<file path="src/rtl/i2c_pkg.sv">
// Shared types and constants for the single-byte I2C master and its quarter-phase clock generator.
package i2c_pkg;

    typedef enum logic [3:0] {
        ST_IDLE,
        ST_START,
        ST_ADDR,
        ST_ADDR_ACK,
        ST_WRITE,
        ST_WRITE_ACK,
        ST_READ,
        ST_MACK,
        ST_STOP
    } i2c_state_e;

    localparam logic [1:0] Q0 = 2'd0;
    localparam logic [1:0] Q1 = 2'd1;
    localparam logic [1:0] Q2 = 2'd2;
    localparam logic [1:0] Q3 = 2'd3;

    localparam int unsigned CLK_DIV_DEFAULT = 125;

    localparam logic I2C_ACK  = 1'b0;
    localparam logic I2C_NACK = 1'b1;

endpackage

</file>
<file path="src/rtl/i2c_clk_gen.sv">
// Quarter-bit timebase: CLK_DIV prescaler plus 2-bit quarter counter.
// Cleared while the master is idle; hold pins the prescaler at 0 (SCL stretching).
module i2c_clk_gen
    import i2c_pkg::*;
#(
    parameter int unsigned CLK_DIV = CLK_DIV_DEFAULT
) (
    input  logic       clk,
    input  logic       rst_n,
    input  logic       clr,
    input  logic       hold,
    output logic       q_tick,
    output logic [1:0] quarter
);

    localparam logic [11:0] CNT_MAX = 12'(CLK_DIV - 1);

    logic [11:0] cnt_q, cnt_d;
    logic [1:0]  quarter_q, quarter_d;

    assign q_tick  = !clr && !hold && (cnt_q == CNT_MAX);
    assign quarter = quarter_q;

    always_comb begin
        cnt_d     = cnt_q;
        quarter_d = quarter_q;
        if (clr) begin
            cnt_d     = '0;
            quarter_d = Q0;
        end else if (hold) begin
            cnt_d = '0;
        end else if (q_tick) begin
            cnt_d     = '0;
            quarter_d = quarter_q + 2'd1;
        end else begin
            cnt_d = cnt_q + 12'd1;
        end
    end

    always_ff @(posedge clk or negedge rst_n) begin
        if (!rst_n) begin
            cnt_q     <= '0;
            quarter_q <= Q0;
        end else begin
            cnt_q     <= cnt_d;
            quarter_q <= quarter_d;
        end
    end

endmodule

</file>
<file path="src/rtl/i2c_master.sv">
// Single-byte I2C master: START, address+R/W, one data byte, ACK checks, STOP.
// Optional SCL stretching support (adds scl_in) when I2C_MASTER_CLK_STRETCH_EN is defined.
module i2c_master
    import i2c_pkg::*;
#(
    parameter int unsigned CLK_DIV = CLK_DIV_DEFAULT
) (
    input  logic       clk,
    input  logic       rst_n,
    input  logic       start,
    input  logic       rw,
    input  logic [6:0] slv_addr,
    input  logic [7:0] wdata,
    output logic       busy,
    output logic       done,
    output logic       ack_err,
    output logic [7:0] rdata,
    output logic       scl,
    input  logic       sda_in,
    output logic       sda_out
`ifdef I2C_MASTER_CLK_STRETCH_EN
    ,
    input  logic       scl_in
`endif
);

    localparam logic [2:0] LAST_BIT = 3'd7;

    i2c_state_e state_q, state_d;
    logic [7:0] shift_q, shift_d;
    logic [7:0] rx_q, rx_d;
    logic [7:0] wdata_q, wdata_d;
    logic [7:0] rdata_q, rdata_d;
    logic [2:0] bit_cnt_q, bit_cnt_d;
    logic       rw_q, rw_d;
    logic       ack_err_q, ack_err_d;
    logic       done_q, done_d;

    logic       q_tick;
    logic [1:0] quarter;
    logic       stretch_hold;
    logic       bit_end;
    logic       sample_pt;
    logic       scl_hi;

`ifdef I2C_MASTER_CLK_STRETCH_EN
    assign stretch_hold = (quarter == Q2) && !scl_in;
`else
    assign stretch_hold = 1'b0;
`endif

    i2c_clk_gen #(.CLK_DIV(CLK_DIV)) u_clk_gen (
        .clk     (clk),
        .rst_n   (rst_n),
        .clr     (state_q == ST_IDLE),
        .hold    (stretch_hold),
        .q_tick  (q_tick),
        .quarter (quarter)
    );

    assign bit_end   = q_tick && (quarter == Q3);
    assign sample_pt = q_tick && (quarter == Q2);
    assign scl_hi    = quarter[1];

    assign busy    = (state_q != ST_IDLE);
    assign done    = done_q;
    assign ack_err = ack_err_q;
    assign rdata   = rdata_q;

    always_comb begin
        state_d   = state_q;
        shift_d   = shift_q;
        rx_d      = rx_q;
        wdata_d   = wdata_q;
        rdata_d   = rdata_q;
        bit_cnt_d = bit_cnt_q;
        rw_d      = rw_q;
        ack_err_d = ack_err_q;
        done_d    = 1'b0;
        scl       = 1'b1;
        sda_out   = 1'b1;
        unique case (state_q)
            ST_IDLE: begin
                if (start) begin
                    state_d   = ST_START;
                    shift_d   = {slv_addr, rw};
                    rw_d      = rw;
                    wdata_d   = wdata;
                    bit_cnt_d = '0;
                    ack_err_d = 1'b0;
                end
            end
            ST_START: begin
                sda_out = ~quarter[1];
                if (bit_end) state_d = ST_ADDR;
            end
            ST_ADDR, ST_WRITE: begin
                scl     = scl_hi;
                sda_out = shift_q[7];
                if (bit_end) begin
                    shift_d   = {shift_q[6:0], 1'b0};
                    bit_cnt_d = bit_cnt_q + 3'd1;
                    if (bit_cnt_q == LAST_BIT)
                        state_d = (state_q == ST_ADDR) ? ST_ADDR_ACK : ST_WRITE_ACK;
                end
            end
            ST_ADDR_ACK: begin
                scl = scl_hi;
                if (sample_pt && (sda_in == I2C_NACK)) ack_err_d = 1'b1;
                // ack_err_q already holds this bit's sample by the q3 decision point
                if (bit_end) begin
                    if (ack_err_q) begin
                        state_d = ST_STOP;
                    end else if (rw_q) begin
                        state_d = ST_READ;
                    end else begin
                        state_d = ST_WRITE;
                        shift_d = wdata_q;
                    end
                end
            end
            ST_WRITE_ACK: begin
                scl = scl_hi;
                if (sample_pt && (sda_in == I2C_NACK)) ack_err_d = 1'b1;
                if (bit_end) state_d = ST_STOP;
            end
            ST_READ: begin
                scl = scl_hi;
                if (sample_pt) rx_d = {rx_q[6:0], sda_in};
                if (bit_end) begin
                    bit_cnt_d = bit_cnt_q + 3'd1;
                    if (bit_cnt_q == LAST_BIT) state_d = ST_MACK;
                end
            end
            ST_MACK: begin
                scl     = scl_hi;
                sda_out = I2C_NACK;
                if (bit_end) state_d = ST_STOP;
            end
            ST_STOP: begin
                scl     = scl_hi;
                sda_out = (quarter == Q3);
                if (bit_end) begin
                    state_d = ST_IDLE;
                    done_d  = 1'b1;
                    if (rw_q && !ack_err_q) rdata_d = rx_q;
                end
            end
            default: state_d = ST_IDLE;
        endcase
    end

    always_ff @(posedge clk or negedge rst_n) begin
        if (!rst_n) begin
            state_q   <= ST_IDLE;
            shift_q   <= '0;
            rx_q      <= '0;
            wdata_q   <= '0;
            rdata_q   <= '0;
            bit_cnt_q <= '0;
            rw_q      <= 1'b0;
            ack_err_q <= 1'b0;
            done_q    <= 1'b0;
        end else begin
            state_q   <= state_d;
            shift_q   <= shift_d;
            rx_q      <= rx_d;
            wdata_q   <= wdata_d;
            rdata_q   <= rdata_d;
            bit_cnt_q <= bit_cnt_d;
            rw_q      <= rw_d;
            ack_err_q <= ack_err_d;
            done_q    <= done_d;
        end
    end

endmodule

</file>
<file path="config.mk">
export PLATFORM = sky130hd
export DESIGN_NAME = i2c_master
export DESIGN_NICKNAME = d
export VERILOG_FILES = /design/src/rtl/i2c_pkg.sv /design/src/rtl/i2c_clk_gen.sv /design/src/rtl/i2c_master.sv
export SDC_FILE = /design/constraint.sdc
export NUM_CORES = 1
export LEC_CHECK = 0
export CAP_MARGIN = 25
export CORE_ASPECT_RATIO = 0.5
export CORE_UTILIZATION = 45
export DETAILED_ROUTE_END_ITERATION = 8
export PLACE_DENSITY = 0.67
export REMOVE_ABC_BUFFERS = 1
export SLEW_MARGIN = 20
export SYNTH_ARGS = -nofsm -noshare
export SYNTH_HDL_FRONTEND = slang
export SYNTH_SLANG_ARGS = --single-unit
export TNS_END_PERCENT = 30
</file>
<file path="constraint.sdc">
create_clock -name clk -period 6.1 [get_ports clk]
set_input_delay 0.915 -clock clk [delete_from_list [all_inputs] [get_ports clk]]
set_output_delay 0.915 -clock clk [all_outputs]
set_load 0.05 [all_outputs]
</file>
Word level (Yosys, flattened, before mapping)
Index checks and enable logic that the tools add are counted.
{ "op_classes": {"addsub": 3, "n_eq_ne": 25, "muxes": 33, "n_bitwise": 1, "reduce_logical": 25} }
{ "ops": {"columns": ["operator", "n"], "rows": [
  ["4-bit 2-to-1 mux", 10],
  ["8-bit 2-to-1 mux", 5],
  ["4-bit case mux with 7 select lines", 1],
  ["12-bit 2-to-1 mux", 2],
  ["8-bit case mux with 3 select lines", 1],
  ["2-bit inequality test (second input constant)", 10],
  ["4-bit by 3-bit equality test with 1-bit output (second input constant)", 4],
  ["12-bit by 1-bit adder with 12-bit output (second input constant)", 1],
  ["12-bit by 7-bit equality test with 1-bit output (second input constant)", 1],
  ["3-bit 2-to-1 mux", 3],
  ["3-bit AND reduction", 3],
  ["9-bit AND reduction", 1],
  ["4-bit by 2-bit equality test with 1-bit output (second input constant)", 2],
  ["7-bit OR reduction", 1],
  ["2-bit 2-to-1 mux", 3],
  ["2-bit by 1-bit inequality test with 1-bit output (second input constant)", 3],
  ["3-bit case mux with 2 select lines", 1],
  ["6-bit AND reduction", 1],
  ["2-bit nonzero test", 3],
  ["2-bit OR reduction", 3],
  ["1-bit logical AND", 5],
  ["1-bit 2-to-1 mux", 5],
  ["2-bit equality test (second input constant)", 2],
  ["4-bit by 1-bit equality test with 1-bit output (second input constant)", 1],
  ["13 further kinds", 15]
]} }
{ "totals": {"register_bits": 56, "input_bits": 20, "output_inout_bits": 13, "word_cells": 98} }

Logic depth before layout (Yosys ltp)
{ "logic_depth": {"ltp_word": 7, "ltp_mapped": 8, "depth_no_buf": 7} }

Cells and area by module
Synthesis repeated with hierarchy kept, for this count alone.
{ "unflattened": {"hier_cells": 262, "hier_area_um2": 2982.9} }
{ "modules_own_cells": {"columns": ["mod", "instances", "cells_per_inst", "area_each_um2", "seq_area_each_um2"], "rows": [
  ["i2c_master", 1, 182, 2200.9, 1051.0],
  ["i2c_clk_gen", 1, 80, 782.0, 350.3]
]} }

Worst setup path after synthesis
Ideal clock, no wire load.
{ "synth_path": {"kind": "register to output", "start": "reg state_q[2]", "end": "out sda_out", "arrival_time_ns": 1.870, "required_time_ns": 5.185, "path_slack_ns": 3.315, "stages_incl_launch_ff": 6, "path_buffers": 1, "cell_sequence": "dfrtp_1 -> clkbuf_1 -> nor2b_1 -> a22oi_1 -> o22ai_1 -> a32oi_1"} }
{ "synth_between": {"elab_chain_len": 3, "word_cells_on_any_way": 6, "classes_between": "4 x eq/ne; 1 x mux; 1 x reduce/logical"} }
{ "synth_lines": {"columns": ["item", "line_no", "rtl"], "rows": [
  ["start, declared", "i2c_master.sv:29", "i2c_state_e state_q, state_d;"],
  ["start signal, assigned", "i2c_master.sv:165", "state_q <= state_d;"],
  ["4-bit by 2-bit equality test with 1-bit output or 4-bit by 3-bit equality test with 1-bit output (tied branches)", "i2c_master.sv:82", "unique case (state_q)"],
  ["2-bit OR reduction", "i2c_master.sv:82", null],
  ["1-bit case mux with 3 select lines *", "i2c_master.sv:82", null],
  ["end, declared", "i2c_master.sv:20", "output logic sda_out"]
]} }
Every way passes the cells marked *; elsewhere a longest branch is shown, timed or not.

Worst setup path after layout
{ "layout_path": {"start": "reg state_q[3]", "end": "out sda_out"} }
Same word-level chain as after synthesis.

==> metrics.cfg <==
[drt]
firstDrtPassIters=6
dr.first_iter.drc_count=201
vias=1926
viasPerCell=5.44
drtAntennaViolNets=0
wl_per_cell_microns=14.9
wl_microns=5260
drc=3

[hold_path]
hold_end=rx_q[7]
hp-class=flip-flop to flip-flop
hold_path.startpoint=rx_q[7]
hold_depth=1

[place]
portBuffers=32
placedCellCount=346
hpwlAfterDp_microns=3560
place.gp.congestion=0.854
postPlaceCellArea_sq_mm=0.00311

[clock_network]
htreeDepth=2
cts_buffers=5
clkLatencyLatePin_ns=0.29
holdBufCountCts=0
cts_root_buffer=clkbuf_16
cts_tree=built
path_clk_slew_ns=0.07
cts.sinks=56
cts_setup_buffers=0
post_cts_resized=0
clock_path_buffers=2

[yosys]
syn_area_sq_mm=0.00274
synth_top_area_frac=0.512
ys_ff_latch=56
synth_cells=251
yosysTopAreaCell=dfrtp_1
synth.distinct_cells=43
post_synth.cell_area_avg_sq_um=10.9
synthTopCellsByArea=dfrtp_1, mux2_2, nor2_1
yosys_warnings=0
yosysSeqAreaShare=0.512

[grt]
grt_max_degree=57
grt-ovfl-total=0
track_usage=0.184
grt_first_pass_wirelength_microns=9150
first_global_vias=1847
antenna_found_initial=0

[pwr]
peakVddDrop_mv=0.139
cellInternalPower_uw=706
clkPwrFrac=0.288
combinationalPowerShare=0.222
leakage_nw=1.44
p_sw_uw=308
swShare=0.304
p_seq_frac=0.490
powerDensity_mw_per_mm2=311

[status]
violations=DRC
outcome=finished, violations left

[critical_path]
r2r_end=shift_q[6]
required_ns=5.18
critPathTopFamily=buffers and inverters
timing.rr.start=u_clk_gen.cnt_q[0]
setup.worst_path.end_class=output port
crit_fanout=22
arrival_ns=2.54
path_cells=nor2b_1 > a22oi_1 > o22ai_1 > a32oi_1 > clkdlybuf4s50_1
path_class=flip-flop to output port
setup.worst_path.start_class=flip-flop
slowest_delay_ns=0.82
ff2ff_path_depth=7
crit_start=state_q[3]
crit_buf_inv=1
cp_slowest_cell=clkdlybuf4s50_1
reg2reg_slack_ns=3.35

[layout]
drive_above_1_share=0.178
seq_area_sq_mm=0.00140
fin_area_sq_mm=0.00326
diodes=0
final_nets=306
fin_util=0.576
nFillCells=488
instances_no_fill=354
synthToLayoutAreaGrowth_pct=19.1
multi_input_area_sq_mm=0.00124

[timing]
finalSetupViolations=0
finalMaxSlewViolations=0
fin_hold_ws_ns=0.510
fmax_mhz=289
finalHoldViolations=0
fin_setup_tns_ns=0
slew_headroom=0.471
fin_skew_ns=0.00860
rsz0062_at_grt=no
period_needed_ns=3.45
fin_crit_sh=0.566
max_slew.worst_pin.slew_ns=0.789

[die]
die_y_microns=57.1
dieArea_sq_mm=0.00641
core_sq_mm=0.00566
pin_count=33
rows=19
initial_core_util=0.483
die_w_microns=112

[job]
max_cap_violations=0

power by group through the flow:
stage	clock network [mW]	logic, mW	registers (mW)
after global placement	0	0.216	0.500
final	0.292	0.225	0.497
after CTS	0.301	0.227	0.497
after floorplan	0	0.165	0.486
after detailed placement	0	0.223	0.503
after global routing	0.317	0.249	0.509
cell usage after synthesis:
library cell and instances:
o31ai_1 1, a32oi_1 1, nor4_2 1, a32o_1 1
xor2_1 7, nand2_1 16, nand2b_1 2, ha_1 6
a22oi_1 8, and4_1 1, and3_1 3, nor4b_1 1
a211oi_4 1, nor3_1 3, clkbuf_1 9, buf_2 2
or3_1 2, o21ai_0 13, nand4b_1 1, inv_1 13
mux2_2 35, nand4_2 1, nand4bb_1 1, nor2b_1 3
and2_0 1, xnor2_1 5, nand4_1 2, o22ai_1 1
nor2_1 27, o2bb2ai_1 1, a31oi_1 1, a211oi_1 1
a22o_1 1, nor3b_1 1, a2bb2oi_1 1, dfrtp_1 56
or2_2 1, a41oi_1 1, o21bai_1 2, a21oi_1 6
and2_1 1, nand3_1 9, nor3_2 1
flip-flops by register name, summed over array words and instances, names as in the netlist, 2 cells and up:
| register | count |
|---|---|
| rdata | 8 |
| wdata_q | 8 |
| state_q | 4 |
| shift_q | 8 |
| rx_q | 8 |
| bit_cnt_q | 3 |
| u_clk_gen.cnt_q | 12 |
| u_clk_gen.quarter | 2 |
layer usage:
layer / vias to the layer above / track usage / part of all wire
li1: 941 / - / -
met1: 926 / 0.268 / 0.50
met2: 52 / 0.278 / 0.44
met3: 7 / 0.0372 / 0.052
met4: 0 / 0.0590 / 0.012
met5: - / 0 / 0
layout by cell type, fill, tap and decap left out, types with 2 or more instances in the layout:
| cell type | n |
|---|---|
| and3_1 | 3 |
| a22oi_1 | 8 |
| o21ai_0 | 13 |
| nand2_1 | 16 |
| o21bai_1 | 2 |
| dfrtp_1 | 56 |
| a21oi_1 | 6 |
| nand4_1 | 2 |
| nor2_1 | 27 |
| inv_1 | 13 |
| xor2_1 | 7 |
| xnor2_1 | 5 |
| clkdlybuf4s50_1 | 31 |
| nor3_1 | 3 |
| nand2b_1 | 2 |
| ha_1 | 6 |
| clkbuf_16 | 5 |
| mux2_2 | 35 |
| or3_1 | 2 |
| nand3_1 | 9 |
| nor2b_1 | 3 |
worst register-to-register path: stages, from the launching register on:
cell	delay [ns]
dfrtp_1	0.42
inv_1	0.07
ha_1	0.15
nand4bb_1	0.16
nor3_2	0.68
a31oi_1	0.26
a211oi_4	0.50
mux2_2	0.40
stage by stage:
step | power (mW) | worst slack (ns)
final | 1.01 | 2.65
after global routing | 1.07 | 2.48
after CTS | 1.02 | 2.66
after detailed placement | 0.726 | 3.00
after global placement | 0.716 | 3.07
after floorplan | 0.651 | 3.38
worst max-delay path by stage:
stage / endpoint / slack (ns) / cells after the start
floorplan: sda_out / 3.38 / 4
global placement: sda_out / 3.07 / 5
detailed placement: sda_out / 3.00 / 5
CTS: sda_out / 2.66 / 5
global route: sda_out / 2.48 / 5
finish: sda_out / 2.65 / 5
layout make-up:
cell class                 instances  share of cell area
timing repair buffer              33              0.0991
clock inverter                     3             0.00845
multi-input combinational        171               0.381
clock buffer                       5              0.0384
inverter                          13              0.0150
sequential                        56               0.430
tap                               73              0.0280
logic make-up (layout without fill, tap and decap cells):
family | Yosys count | after routing | synth area share
multiplexers | 35 | 35 | 0.144
AND/OR/NAND/NOR | 78 | 78 | 0.145
buffers and inverters | 24 | 54 | 0.0339
XOR/XNOR | 12 | 12 | 0.0384
AO/OA/AOI/OAI | 40 | 40 | 0.0993
adder cells (fa/ha/maj) | 6 | 6 | 0.0274
flip-flops | 56 | 56 | 0.512
Note: power is estimated with default switching activity, not from simulation.
